[config.mk]
export PLATFORM = sky130hd
export DESIGN_NAME = seg7_scan_ctrl
export DESIGN_NICKNAME = d
export VERILOG_FILES = /design/src/rtl/seg7_pkg.sv /design/src/rtl/seg7_lzb_mask.sv /design/src/rtl/seg7_scan_ctrl.sv
export SDC_FILE = /design/constraint.sdc
export NUM_CORES = 1
export LEC_CHECK = 0
export CAP_MARGIN = 15
export CORE_UTILIZATION = 50
export CTS_CLUSTER_SIZE = 12
export DETAILED_ROUTE_END_ITERATION = 8
export PLACE_DENSITY = 0.84
export SLEW_MARGIN = 15
export SYNTH_ARGS = -nofsm -noshare
export SYNTH_HDL_FRONTEND = slang
export SYNTH_HIERARCHICAL = 1
export SYNTH_SLANG_ARGS = --single-unit
[constraint.sdc]
create_clock -name clk -period 5.5 [get_ports clk]
set_clock_uncertainty 0.05 [all_clocks]
set_input_delay 1.1 -clock clk [delete_from_list [all_inputs] [get_ports clk]]
set_output_delay 1.1 -clock clk [all_outputs]
set_load 0.005 [all_outputs]
[src/rtl/seg7_pkg.sv]
// Shared definitions for the 8-digit 7-segment scan controller.
// Holds the default geometry, the scan-index width and the frame record
// used by both the staging and display buffers.
package seg7_pkg;

    localparam int SEG7_DIGITS   = 8;
    localparam int SEG7_SCAN_DIV = 17;
    localparam int IDX_W         = 3;

    // One complete display image: nibbles, decimal points and blank flags.
    // Nibble k lives at data[4k+3:4k]; digit 0 is the rightmost digit.
    typedef struct packed {
        logic [4*SEG7_DIGITS-1:0] data;
        logic [SEG7_DIGITS-1:0]   point;
        logic [SEG7_DIGITS-1:0]   le;
    } seg7_frame_t;

    // Active-low one-cold digit enable for a given scan slot.
    function automatic logic [SEG7_DIGITS-1:0] seg7_onecold(input logic [IDX_W-1:0] idx);
        return ~(SEG7_DIGITS'(1) << idx);
    endfunction

endpackage

[src/rtl/seg7_lzb_mask.sv]
// Leading-zero blank mask for the scan controller.
// Only present when LEADING_ZERO_BLANK_EN is defined; the default build has
// no leading-zero logic at all.
// lz[k] is set when nibbles k..DIGITS-1 are all zero and k is not digit 0,
// so an all-zero value still shows a single "0".
`ifdef LEADING_ZERO_BLANK_EN
module seg7_lzb_mask
    import seg7_pkg::*;
#(
    parameter int DIGITS = SEG7_DIGITS
) (
    input  logic [4*DIGITS-1:0] data,
    output logic [DIGITS-1:0]   lz
);

    logic zero_above;

    // Walk from the most significant digit down, tracking an unbroken run of zeros.
    always_comb begin
        lz         = '0;
        zero_above = 1'b1;
        for (int k = DIGITS - 1; k >= 0; k--) begin
            zero_above = zero_above & (data[4*k +: 4] == 4'h0);
            lz[k]      = zero_above & (k != 0);
        end
    end

endmodule
`endif

[src/rtl/seg7_scan_ctrl.sv]
// Time-multiplexed scanner for an 8-digit common-anode 7-segment display.
// Presents one nibble / point / blank flag per scan slot to the downstream
// hex decoder and drives the active-low one-cold digit enables.
// Display data is double-buffered: a load lands in staging and is committed
// to the display buffer only at the frame boundary (tick in the last slot).
// A load coinciding with that boundary goes straight into the display.
// Optional feature: define LEADING_ZERO_BLANK_EN to blank leading zero digits.
// The buffer record is sized from seg7_pkg, so DIGITS is expected to stay at
// SEG7_DIGITS.
module seg7_scan_ctrl
    import seg7_pkg::*;
#(
    parameter int DIGITS   = SEG7_DIGITS,
    parameter int SCAN_DIV = SEG7_SCAN_DIV
) (
    input  logic                clk,
    input  logic                rst,
    input  logic                load,
    input  logic [4*DIGITS-1:0] data_in,
    input  logic [DIGITS-1:0]   point_in,
    input  logic [DIGITS-1:0]   le_in,
    output logic [3:0]          hex,
    output logic                point,
    output logic                le,
    output logic [DIGITS-1:0]   an,
    output logic [IDX_W-1:0]    digit_idx,
    output logic                frame_done
);

    localparam logic [IDX_W-1:0] LAST_IDX = IDX_W'(DIGITS - 1);

    logic [SCAN_DIV-1:0] prescaler;
    logic                tick;
    logic                commit;

    seg7_frame_t         in_frame;
    seg7_frame_t         staging;
    seg7_frame_t         display;
    logic                pending;

    logic [3:0]          hex_nxt;
    logic                point_nxt;
    logic                le_nxt;
    logic [DIGITS-1:0]   an_nxt;

    assign tick     = &prescaler;
    assign commit   = tick && (digit_idx == LAST_IDX);
    assign in_frame = '{data: data_in, point: point_in, le: le_in};

    // Free-running prescaler and scan slot counter; slot advances on every tick.
    always_ff @(posedge clk or posedge rst) begin
        if (rst) begin
            prescaler <= '0;
            digit_idx <= '0;
        end else begin
            prescaler <= prescaler + 1'b1;
            if (tick) begin
                digit_idx <= (digit_idx == LAST_IDX) ? '0 : digit_idx + 1'b1;
            end
        end
    end

    // Double buffer: loads go to staging, display only changes at the commit point.
    always_ff @(posedge clk or posedge rst) begin
        if (rst) begin
            staging <= '0;
            display <= '0;
            pending <= 1'b0;
        end else begin
            if (load) begin
                staging <= in_frame;
            end
            if (commit) begin
                if (load) begin
                    display <= in_frame;
                end else if (pending) begin
                    display <= staging;
                end
                pending <= 1'b0;
            end else if (load) begin
                pending <= 1'b1;
            end
        end
    end

    // Frame-done pulse lands on the cycle after the commit point.
    always_ff @(posedge clk or posedge rst) begin
        if (rst) begin
            frame_done <= 1'b0;
        end else begin
            frame_done <= commit;
        end
    end

`ifdef LEADING_ZERO_BLANK_EN
    logic [DIGITS-1:0] lz;

    seg7_lzb_mask #(
        .DIGITS (DIGITS)
    ) u_lzb_mask (
        .data (display.data),
        .lz   (lz)
    );
`endif

    // Select the current slot's nibble, point and blank from the display buffer.
    always_comb begin
        hex_nxt   = display.data[4*digit_idx +: 4];
        point_nxt = display.point[digit_idx];
`ifdef LEADING_ZERO_BLANK_EN
        le_nxt    = display.le[digit_idx] | lz[digit_idx];
`else
        le_nxt    = display.le[digit_idx];
`endif
        an_nxt    = seg7_onecold(digit_idx);
    end

    // Registered decoder and digit-enable outputs, one clock behind digit_idx.
    always_ff @(posedge clk or posedge rst) begin
        if (rst) begin
            an    <= '1;
            hex   <= 4'h0;
            point <= 1'b0;
            le    <= 1'b1;
        end else begin
            an    <= an_nxt;
            hex   <= hex_nxt;
            point <= point_nxt;
            le    <= le_nxt;
        end
    end

endmodule

==> results of run 1 <==
-- power by group through the flow --
stage	combinational (mW)	clock [mW]	sequential (mW)
3_3_place_gp	0.123	0	1.03
5_1_grt	0.136	1.16	1.02
4_1_cts	0.127	1.11	1.02
6_report	0.124	1.10	1.02
2_1_floorplan	0.0692	0	1.03
3_5_place_dp	0.125	0	1.03
-- sequential cells by signal (all words and copies together) (netlist names) --
| name | cells |
|---|---|
| frame_done | 1 |
| display | 48 |
| prescaler | 17 |
| hex | 4 |
| digit_idx | 3 |
| le | 1 |
| staging | 48 |
| an | 8 |
| pending | 1 |
| point | 1 |
-- path summary, 6_finish.rpt --
path                                 endpoint  cells past startpoint  slack, ps
worst max register to register     display[6]                      9       2440
min in group asynchronous         staging[42]                      2       1050
max in group asynchronous                  le                      3       3390
worst max-delay path             digit_idx[0]                      1       2190
worst min register to register  prescaler[15]                      1        410
worst min-delay path            prescaler[15]                      1        410
-- synthesized netlist by cell type --
master and count:
buf_2 6, a21oi_1 1, ha_1 8, nand3_1 8, nor4_2 1, xor2_1 10
nor4_1 3, mux2_2 67, nand2_1 28, clkinv_1 1, buf_6 4, mux4_2 12
o21ai_0 1, inv_1 7, xnor2_1 4, nand4_2 1, dfrtp_1 123, o22ai_1 1
nand4_1 3, mux2_4 29, buf_4 1, o21ai_2 1, nor2_1 4, clkbuf_1 1
dfstp_2 9, buf_1 1, and3_1 4, and2_4 1, nor3_1 4
-- per-stage QoR --
step / instance area, sq um / util (%) / std cells / total power, mW
floorplan: 5420 / - / 344 / 1.10
global placement: 6210 / 59.7 / 539 / 1.15
detailed placement: 6210 / 59.7 / 539 / 1.16
CTS: 6800 / 65.2 / 571 / 2.26
global route: 6800 / 65.2 / 571 / 2.32
finish: 6800 / 65.2 / 571 / 2.24
-- layer usage --
layer / vias up / routed length (um) / global-route usage (%)
li1: 1364 / - / -
met1: 1545 / 4430 / 26.8
met2: 81 / 5150 / 32.0
met3: 18 / 464 / 5.21
met4: 0 / 136 / 6.55
met5: - / 0 / 0
-- cell families (layout without fill, tap and decap cells) --
logic type                 count (synthesis)  in the layout  share of synthesized area, %
DFF                                      132            132                          61.2
muxes                                    108            108                          26.9
and+or+nand+nor                           57             57                          5.10
buffers and inverters                     21            112                          2.22
xor gates and xnor gates                  14             14                          2.26
adders and majority gates                  8              8                          1.85
AOI/OAI and AO/OA                          4              4                         0.462
-- layout make-up --
class / count / area share (%)
inverters: 8 / 0.479
clock inverters: 15 / 2.45
clock buffers: 17 / 6.09
multi-input cells: 191 / 29.3
flip-flops and latches: 132 / 48.8
repair buffers: 72 / 10.4
well taps: 136 / 2.50
==> run_results.csv, run 1 <==
group,metric,value,unit
synth,syn_nets,403,
pwr,power.clock.fraction,49.2,%
pwr,power.density_cell_area,330,nW/um^2
grt,pin_count_of_the_biggest_net_entering_global_routing,71,
cts,htreeDepth,4,
die,design.portCount,69,
sta,fmaxAchievable,0.303,GHz
sta,final.hold.worst_slack,414,ps
worst_hold_path,hold_start,"prescaler[15]",
final_layout,sequential_cell_area,3310,sq um
pwr,p_seq_share,45.3,%
final_layout,final_common_cell,"dfrtp_1",
synth,synth_area_leaders,"dfrtp_1, mux2_2, mux2_4",
routing,first_pass_iters,4,
placed_design,finalWeightedCongestion,0.814,
cts,cts.repair.resized,0,
synth,post_synth.cell_area_avg,15.8,sq um
sta,timing_hold_violations_final,0,
setup_path,worst_setup_path_end_kind,"primary output",
synth,syn-cell-area,5420,sq um
final_layout,antenna_cells,0,
synth,synthesis.yosys.warnings,6,
final_layout,multi_input_comb_area,1990,sq um
routing,drt-total-wl,10.2,mm
cts,postCtsSetupBuffers,0,
synth,seq_area_frac_synth,61.2,%
setup_path,timing.critical_path.from,"digit_idx[0]",
sta,post-route-worst-setup-slack,2190,ps
worst_hold_path,min-delay-path-class,"reg -> reg",
setup_path,path_buf_inv,1,
grt,antenna_found_initial,0,
final_layout,synth_to_layout_area_growth,25.4,%
grt,grt_pass1_wl,16.9,mm
pwr,p_leak,3.22,nW
run_status,run_status,"completed",
synth,synthCells,344,
routing,routed_wire_length_per_instance,17.8,um
die,row_count,37,
sta,finalSetupViolCount,0,
cts,clock_insertion_delay_worst_skew,520,ps
sta,finalSetupTns,0,ps
placed_design,numPortBuffers,68,
pwr,comb_power_share,5.5,%
placed_design,dp_worst_setup_slack,2030,ps
final_layout,layout_common_cells,"dfrtp_1, mux2_2, clkdlybuf4s50_1",
sta,report.final.slew_viol_count,0,
setup_path,cpLargestDelayFamily,"flip-flops",
synth,synth_area_leader_cell,"dfrtp_1",
setup_path,cp_data_arrival_time,2160,ps
pwr,power_switching,0.512,mW
routing,drc,0,
synth,synth_cell_type_count,29,
cts,clk_root_buffer_cell,"clkbuf_8",
pwr,internal_power,1.73,mW
cts,clkTransAtPathRegs,60,ps
die,height_of_the_die,106,um
sta,unrepaired_setup_endpoints_after_global_routing,"false",
die,core_area,10400,sq um
sta,slew_headroom,28.1,%
routing,detailroute.via_count,3008,
cts,numCtsBuffers,17,
final_layout,drive_gt1_share,36.6,%
die,dieWidth,106,um
cts,cts_tree,"done",
setup_path,required_time_of_the_critical_path,4350,ps
final_layout,finalNetCount,481,
setup_path,cp_cell_sequence,"clkdlybuf4s50_1",
setup_path,kind_of_start_point_of_the_critical_path,"flop",
synth,synth_top_area_share,56.8,%
routing,detail_route.vias_per_cell,5.27,
sta,final_worst_path_cycle_share,60.1,%
setup_path,worst_path_max_delay_cell,"dfrtp_1",
placed_design,dp_hpwl,6.55,mm
sta,period_minus_slack,3310,ps
grt,aggregate_global_routing_overflow,0,
final_layout,fillerInstances,714,
grt,first_global_vias,3290,
pwr,max-vdd-ir-drop,0.155,mV
pwr,switching_share,22.8,%
setup_path,crit_path_max_fanout,16,
setup_path,crit_path_max_incr_delay,950,ps
grt,grt_use_total,20.0,%
routing,drtAntennaViolNets,0,
setup_path,path_class,"reg -> out",
die,fp.dieArea,11300,sq um
flow_run,cap_violations,0,
die,start_util,52.0,%
setup_path,r2r_start,"prescaler[0]",
cts,cts.path.max_buffers,2,
sta,tightest_slew,1070,ps
routing,initialDrtViolationCount,140,
cts,clock-sinks,132,
cts,holdBufCountCts,0,
synth,ys_ff_latch,132,
Note: power is estimated with default switching activity, not from simulation.
==> inputs of run 2 (changes only) <==
==> constraint.sdc (replaced) <==
create_clock -name clk -period 3.31 [get_ports clk]
set_clock_uncertainty 0.05 [all_clocks]
set_input_delay 0.662 -clock clk [delete_from_list [all_inputs] [get_ports clk]]
set_output_delay 0.662 -clock clk [all_outputs]
set_load 0.005 [all_outputs]
==> run 2 against run 1 <==
Effect of this change:
- core utilization is 1.1 points higher
- highest routed layer unchanged
- design area is 1.6% higher
- sequential cell count stayed put
- via count is 2.3% higher
- largest power group unchanged
- routed wire length is 4.5% higher
- critical endpoint is now display[28]
- setup slack worse by 1900 ps
- combinational power is 65% higher
- first-iteration DRC count is 26% higher
- sequential share of layout area is 0.79 points lower
- non-clock buffer count is 1 higher
==> run_results.csv, run 2 (synthesis gave the netlist of run 1 again) <==
group,metric,value,unit
run_status,run_status,"completed",
die,start_util,52.0,%
setup_path,regToRegSetupSlack,310,ps
placed_design,numPortBuffers,68,
routing,routed_wire_length_per_instance,18.6,um
sta,timing_hold_violations_final,0,
grt,pin_count_of_the_biggest_net_entering_global_routing,133,
routing,met3RoutedLength,416,um
cts,clkTransAtPathRegs,60,ps
routing,first_pass_iters,4,
placed_design,detailed_place.area,6240,sq um
routing,wl_met1,4.62,mm
sta,finalSetupTns,0,ps
routing,met2_wire_length,5.44,mm
routing,drc,0,
setup_path,path_class,"reg -> reg",
die,core_area,10400,sq um
cts,cts.path.max_buffers,2,
setup_path,worst_setup_path_end_kind,"flop",
placed_design,finalWeightedCongestion,0.752,
pwr,p_leak,3.28,nW
cts,cts.repair.resized,0,
cts,clock_insertion_delay_worst_skew,510,ps
cts,holdBufCountCts,0,
cts,postCtsSetupBuffers,0,
placed_design,dp.cells,540,
cts,clk_root_buffer_cell,"clkbuf_8",
cts,cts_tree,"done",
worst_hold_path,hold_end,"prescaler[15]",
setup_path,rr_worst_depth,9,
die,design.portCount,69,
die,fp.dieArea,11300,sq um
final_layout,final_common_cell,"dfrtp_1",
final_layout,layout_common_cells,"dfrtp_1, mux2_2, clkdlybuf4s50_1",
setup_path,kind_of_start_point_of_the_critical_path,"flop",
sta,final.hold.worst_slack,422,ps
final_layout,biggestRegsByFlops,"display (48), staging (48), prescaler (17)",
sta,unrepaired_setup_endpoints_after_global_routing,"false",
final_layout,fillerInstances,706,
worst_hold_path,min-delay-path-class,"reg -> reg",
pwr,max-vdd-ir-drop,0.346,mV
sta,tightest_slew,814,ps
grt,grt_use_total,20.8,%
grt,grt_pass1_wl,17.3,mm
die,dieWidth,106,um
cts,clock-sinks,132,
placed_design,dp_hpwl,6.18,mm
setup_path,cp_data_arrival_time,3340,ps
placed_design,dp_worst_setup_slack,387,ps
worst_hold_path,hold_path_depth,1,
routing,routed.top_layer,"met4",
sta,finalSetupViolCount,0,
routing,detailroute.via_count,3077,
routing,detail_route.vias_per_cell,5.38,
die,row_count,37,
routing,drtAntennaViolNets,0,
setup_path,crit_path_max_fanout,32,
final_layout,synth_to_layout_area_growth,27.5,%
cts,htreeDepth,4,
grt,aggregate_global_routing_overflow,0,
sta,period_minus_slack,3000,ps
flow_run,cap_violations,0,
worst_hold_path,hold_start,"prescaler[15]",
setup_path,required_time_of_the_critical_path,3660,ps
final_layout,finalNonFillerCells,572,
routing,initialDrtViolationCount,176,
grt,first_global_vias,3278,
grt,antenna_found_initial,0,
sta,slew_headroom,45.6,%
pwr,power.density_cell_area,578,nW/um^2
sta,final_worst_path_cycle_share,90.5,%
final_layout,design_area,6910,sq um
sta,report.final.slew_viol_count,0,
final_layout,antenna_cells,0,
setup_path,critical_register_to_register_path_endpoint,"display[28]",
final_layout,finalNetCount,482,
final_layout,drive_gt1_share,36.5,%
routing,drt-total-wl,10.6,mm
setup_path,r2r_start,"prescaler[0]",
sta,post-route-worst-setup-slack,313,ps
sta,fmaxAchievable,0.334,GHz
cts,numCtsBuffers,17,
die,height_of_the_die,106,um
[run 2: changes by cell type in the layout (fill, tap and decap cells not counted), sizes merged]
cell      change
clkbuf        +3
bufinv        +4
clkinv        +3
inv           -8
buf           +1
clkinvlp      -2
[run 2: how the worst max path moves through the flow]
| stage | from | end | slack (ps) | cells after the start |
|---|---|---|---|---|
| 6_report | prescaler[0] | display[28] | 310 | 9 |
| 4_1_cts | prescaler[0] | display[28] | 310 | 9 |
| 3_5_place_dp | prescaler[0] | display[23] | 390 | 9 |
| 2_1_floorplan | prescaler[0] | display[0] | 910 | 10 |
| 3_3_place_gp | prescaler[0] | display[39] | 530 | 9 |
| 5_1_grt | prescaler[0] | display[18] | 190 | 9 |
[run 2: per-stage QoR]
step                      utilization (%)  total power [mW]
after floorplan                         -              1.83
after global placement               59.9              1.91
after detailed placement             59.9              1.92
after CTS                            66.3              4.02
after global routing                 66.3              4.11
final                                66.3              3.99
[run 2: report_power, final]
group | internal, mW | total [mW] | switching (mW)
clock | 1.42 | 2.10 | 0.678
combinational | 0.115 | 0.205 | 0.0890
sequential | 1.67 | 1.69 | 0.0149
[run 2: layout make-up]
type / instances / area [sq um] / share of cell area [%]
Clock inverter: 12 / 225 / 3.26
Timing Repair Buffer: 73 / 726 / 10.5
Multi-Input combinational cell: 191 / 1990 / 28.8
Inverter: 8 / 33.8 / 0.489
Clock buffer: 20 / 445 / 6.45
Sequential cell: 132 / 3310 / 48.0
Tap cell: 136 / 170 / 2.46
[run 2: routing by layer]
metal  vias to the layer above  global-route usage (%)
li1                       1369                       -
met1                      1617                    26.2
met2                        72                    34.2
met3                        19                    5.89
met4                         0                    7.74
met5                         -                       0
[run 2: worst max-delay path: stages, from the launching register on]
cell     delay (ps)
dfrtp_1         430
ha_1            280
nand2_1         190
nor4_2           90
and3_1          170
ha_1            250
and2_4          190
o21ai_4         290
buf_4           520
mux2_2          400
